$ cat src/rtl/led_pkg.sv
// Shared definitions for the LED pattern sequencer: opcodes, field widths, ROM size.
`timescale 1ns/1ps
package led_pkg;
  localparam int OP_W      = 4;
  localparam int IMM_W     = 8;
  localparam int INSN_W    = OP_W + IMM_W;
  localparam int PC_W      = 4;
  localparam int ROM_DEPTH = 16;

  localparam logic [OP_W-1:0] OP_NOP  = 4'h0;
  localparam logic [OP_W-1:0] OP_LOAD = 4'h1;
  localparam logic [OP_W-1:0] OP_ADD  = 4'h2;
  localparam logic [OP_W-1:0] OP_XOR  = 4'h3;
  localparam logic [OP_W-1:0] OP_AND  = 4'h4;
  localparam logic [OP_W-1:0] OP_RL   = 4'h5;
  localparam logic [OP_W-1:0] OP_RR   = 4'h6;
  localparam logic [OP_W-1:0] OP_OUT  = 4'h7;
  localparam logic [OP_W-1:0] OP_WAIT = 4'h8;
  localparam logic [OP_W-1:0] OP_JMP  = 4'h9;
  localparam logic [OP_W-1:0] OP_LDC  = 4'hA;
  localparam logic [OP_W-1:0] OP_DJNZ = 4'hB;

  typedef struct packed {
    logic [OP_W-1:0]  op;
    logic [IMM_W-1:0] imm;
  } insn_t;

  function automatic logic [INSN_W-1:0] mk_insn(input logic [OP_W-1:0] op,
                                                input logic [IMM_W-1:0] imm);
    return {op, imm};
  endfunction
endpackage

$ cat src/rtl/led_rom.sv
// Hard-wired program ROM: knight-rider bounce of a single lit LED.
`timescale 1ns/1ps
module led_rom
  import led_pkg::*;
(
  input  logic [PC_W-1:0]   addr,
  output logic [INSN_W-1:0] insn
);
  always_comb begin
    insn = mk_insn(OP_NOP, 8'h00);
    case (addr)
      4'd0:  insn = mk_insn(OP_LOAD, 8'h01);
      4'd1:  insn = mk_insn(OP_LDC,  8'h07);
      4'd2:  insn = mk_insn(OP_OUT,  8'h00);
      4'd3:  insn = mk_insn(OP_WAIT, 8'h01);
      4'd4:  insn = mk_insn(OP_RL,   8'h00);
      4'd5:  insn = mk_insn(OP_DJNZ, 8'h02);
      4'd6:  insn = mk_insn(OP_LDC,  8'h07);
      4'd7:  insn = mk_insn(OP_OUT,  8'h00);
      4'd8:  insn = mk_insn(OP_WAIT, 8'h01);
      4'd9:  insn = mk_insn(OP_RR,   8'h00);
      4'd10: insn = mk_insn(OP_DJNZ, 8'h07);
      4'd11: insn = mk_insn(OP_JMP,  8'h01);
      default: insn = mk_insn(OP_NOP, 8'h00);
    endcase
  end
endmodule

$ cat src/rtl/led_top.sv
// LED pattern engine: single-cycle fetch/execute of the ROM program, registered LED port.
`timescale 1ns/1ps
module led_top
  import led_pkg::*;
#(
  parameter int TICK_DIV = 4
) (
  input  logic       clk,
  input  logic       rst,
  output logic [7:0] led
);
  localparam longint unsigned WMAX   = 64'd255 * 64'(TICK_DIV);
  localparam int              WCNT_W = $clog2(WMAX + 64'd1);

  logic [PC_W-1:0]   pc_q, pc_d;
  logic [7:0]        acc_q, acc_d;
  logic [7:0]        cnt_q, cnt_d;
  logic [WCNT_W-1:0] wcnt_q, wcnt_d;
  logic [7:0]        led_q, led_d;

  logic [INSN_W-1:0] insn_w;
  insn_t             ir;
  logic [WCNT_W-1:0] wait_total;
  logic [7:0]        cnt_dec;

  led_rom u_rom (
    .addr (pc_q),
    .insn (insn_w)
  );

  assign ir         = insn_t'(insn_w);
  assign wait_total = WCNT_W'(ir.imm) * WCNT_W'(TICK_DIV);
  assign cnt_dec    = cnt_q - 8'd1;

  always_comb begin
    pc_d   = pc_q + 4'd1;
    acc_d  = acc_q;
    cnt_d  = cnt_q;
    wcnt_d = wcnt_q;
    led_d  = led_q;
    case (ir.op)
      OP_LOAD: acc_d = ir.imm;
      OP_ADD:  acc_d = acc_q + ir.imm;
      OP_XOR:  acc_d = acc_q ^ ir.imm;
      OP_AND:  acc_d = acc_q & ir.imm;
      OP_RL:   acc_d = {acc_q[6:0], acc_q[7]};
      OP_RR:   acc_d = {acc_q[0], acc_q[7:1]};
      OP_OUT:  led_d = acc_q;
      OP_WAIT: begin
        // wcnt == 0 marks the first cycle of a WAIT; it then holds cycles still to go.
        if (wcnt_q == '0) begin
          if (wait_total > WCNT_W'(1)) begin
            wcnt_d = wait_total - WCNT_W'(1);
            pc_d   = pc_q;
          end
        end else begin
          wcnt_d = wcnt_q - WCNT_W'(1);
          if (wcnt_q != WCNT_W'(1)) pc_d = pc_q;
        end
      end
      OP_JMP:  pc_d = ir.imm[PC_W-1:0];
      OP_LDC:  cnt_d = ir.imm;
      OP_DJNZ: begin
        cnt_d = cnt_dec;
        if (cnt_dec != 8'd0) pc_d = ir.imm[PC_W-1:0];
      end
      default: ;
    endcase
  end

  always_ff @(posedge clk or posedge rst) begin
    if (rst) begin
      pc_q   <= '0;
      acc_q  <= '0;
      cnt_q  <= '0;
      wcnt_q <= '0;
      led_q  <= '0;
    end else begin
      pc_q   <= pc_d;
      acc_q  <= acc_d;
      cnt_q  <= cnt_d;
      wcnt_q <= wcnt_d;
      led_q  <= led_d;
    end
  end

  assign led = led_q;
endmodule

$ cat config.mk
export PLATFORM = sky130hd
export DESIGN_NAME = led_top
export DESIGN_NICKNAME = d
export VERILOG_FILES = /design/src/rtl/led_pkg.sv /design/src/rtl/led_rom.sv /design/src/rtl/led_top.sv
export SDC_FILE = /design/constraint.sdc
export NUM_CORES = 1
export LEC_CHECK = 0
export ABC_CLOCK_PERIOD_IN_PS = 3300
export BUFFER_PORTS_ARGS = -buffer_cell sky130_fd_sc_hd__buf_2
export CORE_UTILIZATION = 62
export DETAILED_ROUTE_END_ITERATION = 16
export PLACE_DENSITY_LB_ADDON = 0.05
export SLEW_MARGIN = 40
export SYNTH_ARGS = -nofsm -noshare
export SYNTH_HDL_FRONTEND = slang
export SYNTH_SLANG_ARGS = --single-unit
$ cat constraint.sdc
create_clock -name clk -period 3.3 [get_ports clk]
set_input_delay 0.66 -clock clk [delete_from_list [all_inputs] [get_ports clk]]
set_output_delay 0.66 -clock clk [all_outputs]
set_load 0.03 [all_outputs]
==> impl_metrics.tcl, run 1 <==
set metrics [dict create \
    run_status "finished clean" \
    cp_max_fo 10 \
    cts_made_buffers 5 \
    r2r_setup_slack_ns 0.24 \
    syn_to_final_growth_pct 6.06 \
    cts.root.buffer_cell "sky130_fd_sc_hd__clkbuf_8" \
    sequential_to_total_area_share_from_yosys_stat 0.336 \
    layout_common_cells "37 x sky130_fd_sc_hd__dfrtp_1, 30 x sky130_fd_sc_hd__nor2_1, 28 x sky130_fd_sc_hd__nand2_1, 25 x sky130_fd_sc_hd__o21ai_0" \
    max-cap-violations 0 \
    static-leakage-power_nw 1.38 \
    dieWidth_um 69.5 \
    floorplan.core_area_sq_um 4350 \
    clock-sinks 38 \
    placed_cell_area_sq_um 2900 \
    ff2ff_path_depth 14 \
    hold_viol_final 0 \
    hpwl_after_dpl_um 4460 \
    slew_violations 0 \
    finalCritPeriodShare 0.926 \
    met2_usage 0.426 \
    use_met3 0.0436 \
    cts_setup_buffers 0 \
    initial_core_utilization 0.649 \
    first_iter_violations 175 \
    cts_max_level 2 \
    num_io_pins 10 \
    final_cell_area_sq_um 3000 \
    drc_violation_count_after_routing 0 \
    grt_busiest_layer "met2" \
    fillCellCount 337 \
    crit_required_ns 3.48 \
    grt_antenna_before_repair 0 \
    power.density_nw_per_um2 271 \
    cts_repair_resize_count 0 \
    gr-usage-all-layers 0.273 \
    tightestPinTransition_ns 0.626 \
    edff_count_synth 0 \
    tritoncts "built" \
    holdCritPathClass "in2async" \
    cts-hold-fix-buffers 0 \
    worstReg2RegEnd "pc_q[3]" \
    ctsLongestPathBuffers 2 \
    ant_nets 0 \
    final_layout_size_suffix_gt1_frac 0.185 \
    synth_cell_types 75 \
    gp_congestion 0.923 \
    clock_slew_at_the_register_clock_pins_of_the_worst_setup_and_hold_paths_ns 0.08 \
    achievable-frequency_ghz 0.327 \
    worstSetupPathType "reg2reg" \
    largest_net_degree_at_the_start_of_global_routing 39 \
    synth_ff_type "sky130_fd_sc_hd__dfrtp_1" \
    reg2reg_from "pc_q[0]" \
    fp.dieH_um 69.5 \
    synth-seq-cells 38 \
    layout.cells.non_filler 377 \
    wirelength_routed_um 6130 \
    skew_ns 0.00663 \
    grt_setup_unrepaired "false" \
    drtPass1Iterations 5 \
    inserted_diodes 0 \
    wire_length_of_the_first_global_routing_pass_um 10600 \
    synth_area_sq_um 2830 \
    critPathCaptureType "flop" \
    route.detailed.vias_per_inst 6.29 \
    routed-via-count 2372 \
    layout.core_utilization 0.689 \
    period_minus_slack_ns 3.06 \
    clock_insertion_delay_worst_skew_ns 0.29 \
    globalRouteOverflowTotal 0 \
    post_synth.cell_area_avg_sq_um 8.97 \
    use_met1 0.394 \
    avgRoutedWirePerCell_um 16.2 \
    postSynth.asyncResetShare 1.00 \
    synth-warning-count 0 \
    worst_ir_drop_vdd_uv 234 \
    setup_violations 0 \
    critical_path.startpoint_type "flop" \
    die_area_sq_um 4830 \
    finalSetupTns_ns 0 \
    row_count 24 \
    critical_path_arrival_ns 3.24 \
    grt_pass1_vias 2232 \
    max_slew_margin 0.582 \
    place.detailed.instances 369 \
    layout.cells.most_common "sky130_fd_sc_hd__dfrtp_1" \
    fin_nets 342 \
    synthesized_net_count 333 \
    post_synth_inst_count 315 \
    io_buffer_count 9 \
    hold-worst-slack_ns 0.479 \
]
## logic make-up after synthesis
logic type,after synthesis,share of synthesized area
adder cells (fa/ha/maj),16,0.0735
buffers and inverters,31,0.0558
flip-flops,38,0.336
XOR/XNOR,6,0.0186
AND/OR/NAND/NOR,116,0.219
AO/OA/AOI/OAI,93,0.237
multiplexers,15,0.0598
## layer usage
layer / vias to the layer above / wire, um
li1: 1179 / -
met1: 1117 / 2990
met4: 0 / 98
met5: - / 0
met3: 13 / 298
met2: 63 / 2740
## cell usage after synthesis, drive strengths merged, types with 3 or more instances
cell type / n / area, sq um
buf: 11 / 82.6
nand2: 28 / 105
clkbuf: 4 / 15.0
a211o: 3 / 27.5
o21ai: 30 / 154
nand3: 10 / 60.1
ha: 15 / 188
a211oi: 3 / 22.5
nor3b: 4 / 30.0
nor4: 4 / 31.3
nand4: 5 / 31.3
o211ai: 3 / 22.5
o22ai: 5 / 51.3
dfrtp: 38 / 951
nor2: 31 / 119
and3: 3 / 18.8
xor2: 3 / 26.3
mux2: 12 / 139
nand2b: 4 / 32.5
mux2i: 3 / 30.0
xnor2: 3 / 26.3
inv: 16 / 60.1
o31ai: 5 / 37.5
nor3: 14 / 86.3
a21o: 5 / 46.3
or3: 3 / 23.8
a21oi: 16 / 91.3
## state kept, by name, summed over array words and instances, names as in the netlist
name / count
cnt_q: 8
acc_q: 8
pc_q: 4
led: 8
wcnt_q: 10
## how the worst max path moves through the flow
stage                  from      end  slack, ns  cells after the start
global placement    pc_q[0]  pc_q[3]       0.35                     14
finish              pc_q[0]  pc_q[3]       0.24                     14
detailed placement  pc_q[0]  pc_q[3]       0.22                     14
floorplan           pc_q[0]  pc_q[3]       0.42                     14
global route        pc_q[0]  pc_q[0]      0.003                     14
CTS                 pc_q[0]  pc_q[3]       0.16                     14
## area by class of cell
type	instances	area [sq um]	share of cell area
clock buffer	6	82.6	0.0275
clock inverter	2	12.5	0.00417
inverter	16	60.1	0.0200
multi-input combinational	246	1720	0.574
sequential	38	952	0.318
tap	52	65.1	0.0217
timing repair buffer	17	105	0.0351
## power by group
group / internal, mW / total (mW) / leakage (nW) / switching [mW]
Combinational: 0.00129 / 0.0105 / 0.822 / 0.00924
Clock: 0.168 / 0.336 / 0.0472 / 0.168
Sequential: 0.465 / 0.465 / 0.510 / 0
Total: 0.634 / 0.812 / 1.38 / 0.178
## per-stage QoR
step	total power [mW]	worst slack, ns
4_1_cts	0.820	0.157
3_5_place_dp	0.486	0.218
6_report	0.812	0.243
2_1_floorplan	0.481	0.415
3_3_place_gp	0.486	0.346
5_1_grt	0.841	0.00268
## critical path, stage by stage (launching register included)
cell	delay (ns)
sky130_fd_sc_hd__dfrtp_2	0.48
sky130_fd_sc_hd__inv_1	0.11
sky130_fd_sc_hd__ha_1	0.29
sky130_fd_sc_hd__nor2_1	0.12
sky130_fd_sc_hd__a21oi_1	0.05
sky130_fd_sc_hd__o22ai_1	0.28
sky130_fd_sc_hd__inv_1	0.16
sky130_fd_sc_hd__ha_1	0.21
sky130_fd_sc_hd__ha_1	0.22
sky130_fd_sc_hd__mux2_2	0.28
sky130_fd_sc_hd__nand4_1	0.10
sky130_fd_sc_hd__nand4_1	0.25
sky130_fd_sc_hd__nand4_1	0.21
sky130_fd_sc_hd__xnor2_1	0.13
sky130_fd_sc_hd__nor2_1	0.05
Power figures use the tool's default switching activity.
==> run 2, diff against run 1 <==
CORE_UTILIZATION = 35   (was 62)
==> impl_metrics.tcl, run 2 (synthesis results as in run 1) <==
set metrics [dict create \
    holdCritPathClass "in2async" \
    layout.core_utilization 0.399 \
    ant_nets 0 \
    finalSetupTns_ns 0 \
    r2r_setup_slack_ns 0.37 \
    tritoncts "built" \
    finalCritPeriodShare 0.888 \
    drtPass1Iterations 4 \
    largest-register "wcnt_q" \
    wirelength_routed_um 7070 \
    period_minus_slack_ns 2.93 \
    grt_pass1_vias 2273 \
    power.density_nw_per_um2 268 \
    dieWidth_um 91.9 \
    worst_ir_drop_vdd_uv 187 \
    cp_max_fo 7 \
    ff2ff_path_depth 14 \
    critPathCaptureType "flop" \
    inserted_diodes 0 \
    fp.dieH_um 91.9 \
    max_slew_margin 0.640 \
    final_layout_size_suffix_gt1_frac 0.197 \
    grt_antenna_before_repair 0 \
    cts-hold-fix-buffers 0 \
    hold_viol_final 0 \
    layout.cells.most_common "sky130_fd_sc_hd__dfrtp_1" \
    routed-via-count 2375 \
    syn_to_final_growth_pct 9.69 \
    io_buffer_count 9 \
    cts_setup_buffers 0 \
    cts_made_buffers 5 \
    cts.root.buffer_cell "sky130_fd_sc_hd__clkbuf_8" \
    reg2reg_from "pc_q[1]" \
    clock-sinks 38 \
    static-leakage-power_nw 1.41 \
    die_area_sq_um 8440 \
    globalRouteOverflowTotal 0 \
    worstReg2RegEnd "pc_q[3]" \
    slew_violations 0 \
    largest_register_ff_count 10 \
    critical_path_arrival_ns 3.11 \
    crit_required_ns 3.48 \
    worst_path_max_delay_cell "sky130_fd_sc_hd__dfrtp_1" \
    skew_ns 0.00418 \
    layout.cells.non_filler 432 \
    path_delay_family "simple AND/OR/NAND/NOR gates" \
    max-cap-violations 0 \
    grt_setup_unrepaired "false" \
    floorplan.core_area_sq_um 7770 \
    clock_insertion_delay_worst_skew_ns 0.29 \
    worstSetupPathType "reg2reg" \
    route.detailed.vias_per_inst 5.50 \
    gr-usage-all-layers 0.182 \
    achievable-frequency_ghz 0.341 \
    layout_common_cells "38 x sky130_fd_sc_hd__dfrtp_1, 30 x sky130_fd_sc_hd__nor2_1, 28 x sky130_fd_sc_hd__nand2_1, 25 x sky130_fd_sc_hd__o21ai_0" \
    setup_violations 0 \
    ctsLongestPathBuffers 2 \
    cts_repair_resize_count 0 \
    largest_net_degree_at_the_start_of_global_routing 21 \
    first_iter_violations 115 \
    timing.critical_path.buf_inv 2 \
    critical_path.cell_chain "inv_1, ha_1, nor2b_1, a21oi_1, o21ai_1, inv_1, ha_1, ha_1, mux2_2, nand4_1, nand4_1, nand4_1, xnor2_1, nor2_1" \
    tightestPinTransition_ns 0.536 \
    drc_violation_count_after_routing 0 \
    hpwl_after_dpl_um 5060 \
    place.detailed.instances 424 \
    num_io_pins 10 \
    row_count 32 \
    fin_nets 347 \
    run_status "finished clean" \
    clock_slew_at_the_register_clock_pins_of_the_worst_setup_and_hold_paths_ns 0.08 \
    initial_core_utilization 0.364 \
    avgRoutedWirePerCell_um 16.4 \
    cts_max_level 2 \
    critical_path.startpoint_type "flop" \
    crit_path_max_incr_delay_ns 0.45 \
    gp_congestion 0.800 \
    wire_length_of_the_first_global_routing_pass_um 12100 \
]
==> run 2: power breakdown <==
group          internal (mW)  switching (mW)  total, mW  leakage (nW)
clock network          0.168           0.188      0.356        0.0472
logic                0.00132         0.00981     0.0111         0.846
registers              0.465               0      0.465         0.512
==> run 2: layout make-up <==
class                   count  area [sq um]
clock buffers               6          82.6
clock inverters             2          12.5
fillers                   803          4670
inverters                  16          60.1
multi-input cells         246          1720
flip-flops and latches     38           951
well taps                 102           128
repair buffers             22           143
==> run 2: per-stage QoR <==
| stage | total power [mW] | hold WS, ns | area, sq um | worst slack [ns] |
|---|---|---|---|---|
| floorplan | 0.481 | 0.452 | 2830 | 0.415 |
| global placement | 0.487 | 0.462 | 3000 | 0.448 |
| detailed placement | 0.487 | 0.468 | 3000 | 0.405 |
| CTS | 0.853 | 0.394 | 3090 | 0.371 |
| global route | 0.872 | 0.384 | 3100 | 0.0583 |
| finish | 0.832 | 0.347 | 3100 | 0.369 |
==> run 2: how the worst max path moves through the flow <==
stage / startpoint / end / slack (ns) / cells after the start
detailed placement: pc_q[1] / pc_q[0] / 0.41 / 14
floorplan: pc_q[0] / pc_q[3] / 0.42 / 14
finish: pc_q[1] / pc_q[3] / 0.37 / 14
CTS: pc_q[1] / pc_q[0] / 0.37 / 14
global placement: pc_q[1] / pc_q[3] / 0.45 / 14
global route: pc_q[1] / pc_q[0] / 0.06 / 14
==> run 2: routing by layer <==
layer | routed length (um) | track usage | vias to the layer above
met5 | 0 | 0 | -
met1 | 3650 | 0.270 | 1158
met4 | 62 | 0.0469 | 0
met2 | 3140 | 0.273 | 30
li1 | - | - | 1183
met3 | 217 | 0.0274 | 4
==> run 3, diff against run 2 <==
ABC_AREA = 1   (was unset)
BUFFER_PORTS_ARGS = -buffer_cell sky130_fd_sc_hd__buf_4   (was -buffer_cell sky130_fd_sc_hd__buf_2)
==> impl_metrics.tcl, run 3 <==
set metrics [dict create \
    run_status "finished clean" \
    cts_setup_buffers 0 \
    hold_viol_final 0 \
    netlist_top_cells_count "103 x sky130_fd_sc_hd__nand2_1, 44 x sky130_fd_sc_hd__inv_1, 38 x sky130_fd_sc_hd__dfrtp_1, 38 x sky130_fd_sc_hd__nand3_1, 34 x sky130_fd_sc_hd__nor2_1" \
    crit_required_ns 3.51 \
    placed_cell_area_sq_um 2860 \
    max_slew_margin 0.654 \
    final_critical_path_setup_slack_ns 0.404 \
    yosys.area.top_type "sky130_fd_sc_hd__dfrtp_1" \
    synth_area_sq_um 2680 \
    cts_made_buffers 5 \
    power.density_nw_per_um2 326 \
    layout.cells.most_common "sky130_fd_sc_hd__nand2_1" \
    route.detailed.vias_per_inst 4.82 \
    drtPass1Iterations 4 \
    floorplan.core_area_sq_um 7330 \
    post_synth_main_area_contributors "sky130_fd_sc_hd__dfrtp_1 35%, sky130_fd_sc_hd__nand2_1 14%, sky130_fd_sc_hd__nand3_1 7.1%, sky130_fd_sc_hd__ha_1 7.0%, sky130_fd_sc_hd__inv_1 6.2%" \
    grt_pass1_vias 2316 \
    power.total_mw 0.980 \
    wirelength_routed_um 6210 \
    gp_congestion 0.808 \
    worst_ir_drop_vdd_uv 208 \
    post_synth_inst_count 373 \
    gr-usage-all-layers 0.174 \
    initial_core_utilization 0.366 \
    routed-via-count 2354 \
    die_area_sq_um 8020 \
    clock-sinks 38 \
    fp.dieH_um 89.6 \
    period_minus_slack_ns 2.90 \
    library_cell_with_the_highest_instance_count_after_synthesis "sky130_fd_sc_hd__nand2_1" \
    globalRouteOverflowTotal 0 \
    post_synth.cell_area_avg_sq_um 7.20 \
    final_cell_area_sq_um 3010 \
    setup_violations 0 \
    critPathCaptureType "flop" \
    place_worst_setup_slack_ns 0.414 \
    row_count 31 \
    hold-worst-slack_ns 0.480 \
    slew_violations 0 \
    fillCellCount 759 \
    final_layout_size_suffix_gt1_frac 0.113 \
    cts-hold-fix-buffers 0 \
    skew_ns 0.0121 \
    finalSetupTns_ns 0 \
    cts.root.buffer_cell "sky130_fd_sc_hd__clkbuf_8" \
    syn_to_final_growth_pct 12.0 \
    finalCritPeriodShare 0.878 \
    cts_max_level 2 \
    largest_register_ff_count 10 \
    drc_violation_count_after_routing 0 \
    synth_ff_type "sky130_fd_sc_hd__dfrtp_1" \
    holdCritPathClass "in2async" \
    edff_count_synth 0 \
    cts_repair_resize_count 0 \
    ant_nets 0 \
    critical_path.startpoint_type "flop" \
    synth_cell_types 32 \
    wire_length_of_the_first_global_routing_pass_um 10700 \
    critical_path_arrival_ns 3.11 \
    layout_common_cells "103 x sky130_fd_sc_hd__nand2_1, 44 x sky130_fd_sc_hd__inv_1, 38 x sky130_fd_sc_hd__nand3_1, 38 x sky130_fd_sc_hd__dfrtp_1, 34 x sky130_fd_sc_hd__nor2_1" \
    tightestPinTransition_ns 0.519 \
    synth-seq-cells 38 \
    dieWidth_um 89.6 \
    synthesized_net_count 391 \
    largest_net_degree_at_the_start_of_global_routing 39 \
    postSynth.asyncResetShare 1.00 \
    worstSetupPathType "reg2reg" \
    fin_nets 406 \
    ctsLongestPathBuffers 2 \
    static-leakage-power_nw 1.55 \
    grt_setup_unrepaired "false" \
    multi_input_comb_area_sq_um 1510 \
    seqCellArea_sq_um 951 \
    synth-warning-count 0 \
    max-cap-violations 0 \
    sequential_to_total_area_share_from_yosys_stat 0.354 \
    largest-register "wcnt_q" \
    cp_max_fo 7 \
    achievable-frequency_ghz 0.345 \
    avgRoutedWirePerCell_um 12.7 \
    grt_antenna_before_repair 0 \
    inserted_diodes 0 \
    num_io_pins 10 \
    clock_insertion_delay_worst_skew_ns 0.30 \
    first_iter_violations 78 \
    tritoncts "built" \
    clock_slew_at_the_register_clock_pins_of_the_worst_setup_and_hold_paths_ns 0.09 \
    hpwl_after_dpl_um 4640 \
    io_buffer_count 9 \
    synth_top_area_share 0.354 \
]
run 3: layout make-up:
cell class,count,area share
clock buffers,6,0.0275
clock inverters,2,0.0200
inverters,51,0.0637
multi-input cells,280,0.501
flip-flops and latches,38,0.316
well taps,99,0.0412
repair buffers,12,0.0300
run 3: path summary, 6_finish.rpt:
kind | endpoint | cells past startpoint | start | slack [ns]
setup / recovery | acc_q[7] | 14 | pc_q[0] | 0.40
hold / removal | wcnt_q[9] | 3 | rst | 0.48
setup reg to reg | acc_q[7] | 14 | pc_q[0] | 0.40
hold reg to reg | wcnt_q[3] | 2 | wcnt_q[3] | 0.49
max in group asynchronous | acc_q[0] | 3 | rst | 2.44
min in group clk | wcnt_q[3] | 2 | wcnt_q[3] | 0.49
run 3: metrics by stage:
stage,cells,util
floorplan,373,-
detailed placement,480,0.391
global route,488,0.410
finish,488,0.410
global placement,480,0.391
CTS,488,0.410
run 3: power breakdown:
part	total (mW)	internal, mW	switching, mW
combinational	0.0112	0.00161	0.00955
clock	0.504	0.323	0.181
sequential	0.465	0.465	0
total	0.980	0.790	0.191
run 3: cell families (layout without fill, tap and decap cells):
group | after synthesis | count (layout) | synth area share
adders and majority gates | 16 | 16 | 0.0774
muxes | 4 | 4 | 0.0168
DFF | 38 | 38 | 0.354
xor gates and xnor gates | 7 | 7 | 0.0228
AOI/OAI and AO/OA | 55 | 55 | 0.114
buffers and inverters | 55 | 71 | 0.0844
and+or+nand+nor | 198 | 198 | 0.331
run 3: worst max-delay path, stage by stage, from the launching register on:
cell and delay, ns:
sky130_fd_sc_hd__dfrtp_1 0.46, sky130_fd_sc_hd__inv_1 0.14, sky130_fd_sc_hd__ha_1 0.35, sky130_fd_sc_hd__nand2_1 0.13
sky130_fd_sc_hd__inv_1 0.05, sky130_fd_sc_hd__o21ai_0 0.34, sky130_fd_sc_hd__inv_1 0.21, sky130_fd_sc_hd__ha_1 0.34
sky130_fd_sc_hd__nand3_1 0.08, sky130_fd_sc_hd__nand3_1 0.14, sky130_fd_sc_hd__nand2_1 0.07, sky130_fd_sc_hd__nor2_1 0.13
sky130_fd_sc_hd__nand2_1 0.09, sky130_fd_sc_hd__xor2_1 0.14, sky130_fd_sc_hd__o211ai_1 0.15
run 3: routing by layer:
| layer | track usage | vias up | routed length, um |
|---|---|---|---|
| met1 | 0.218 | 1092 | 2950 |
| li1 | - | 1237 | - |
| met4 | 0.0390 | 0 | 27 |
| met3 | 0.0249 | 3 | 161 |
| met2 | 0.316 | 22 | 3070 |
| met5 | 0 | - | 0 |
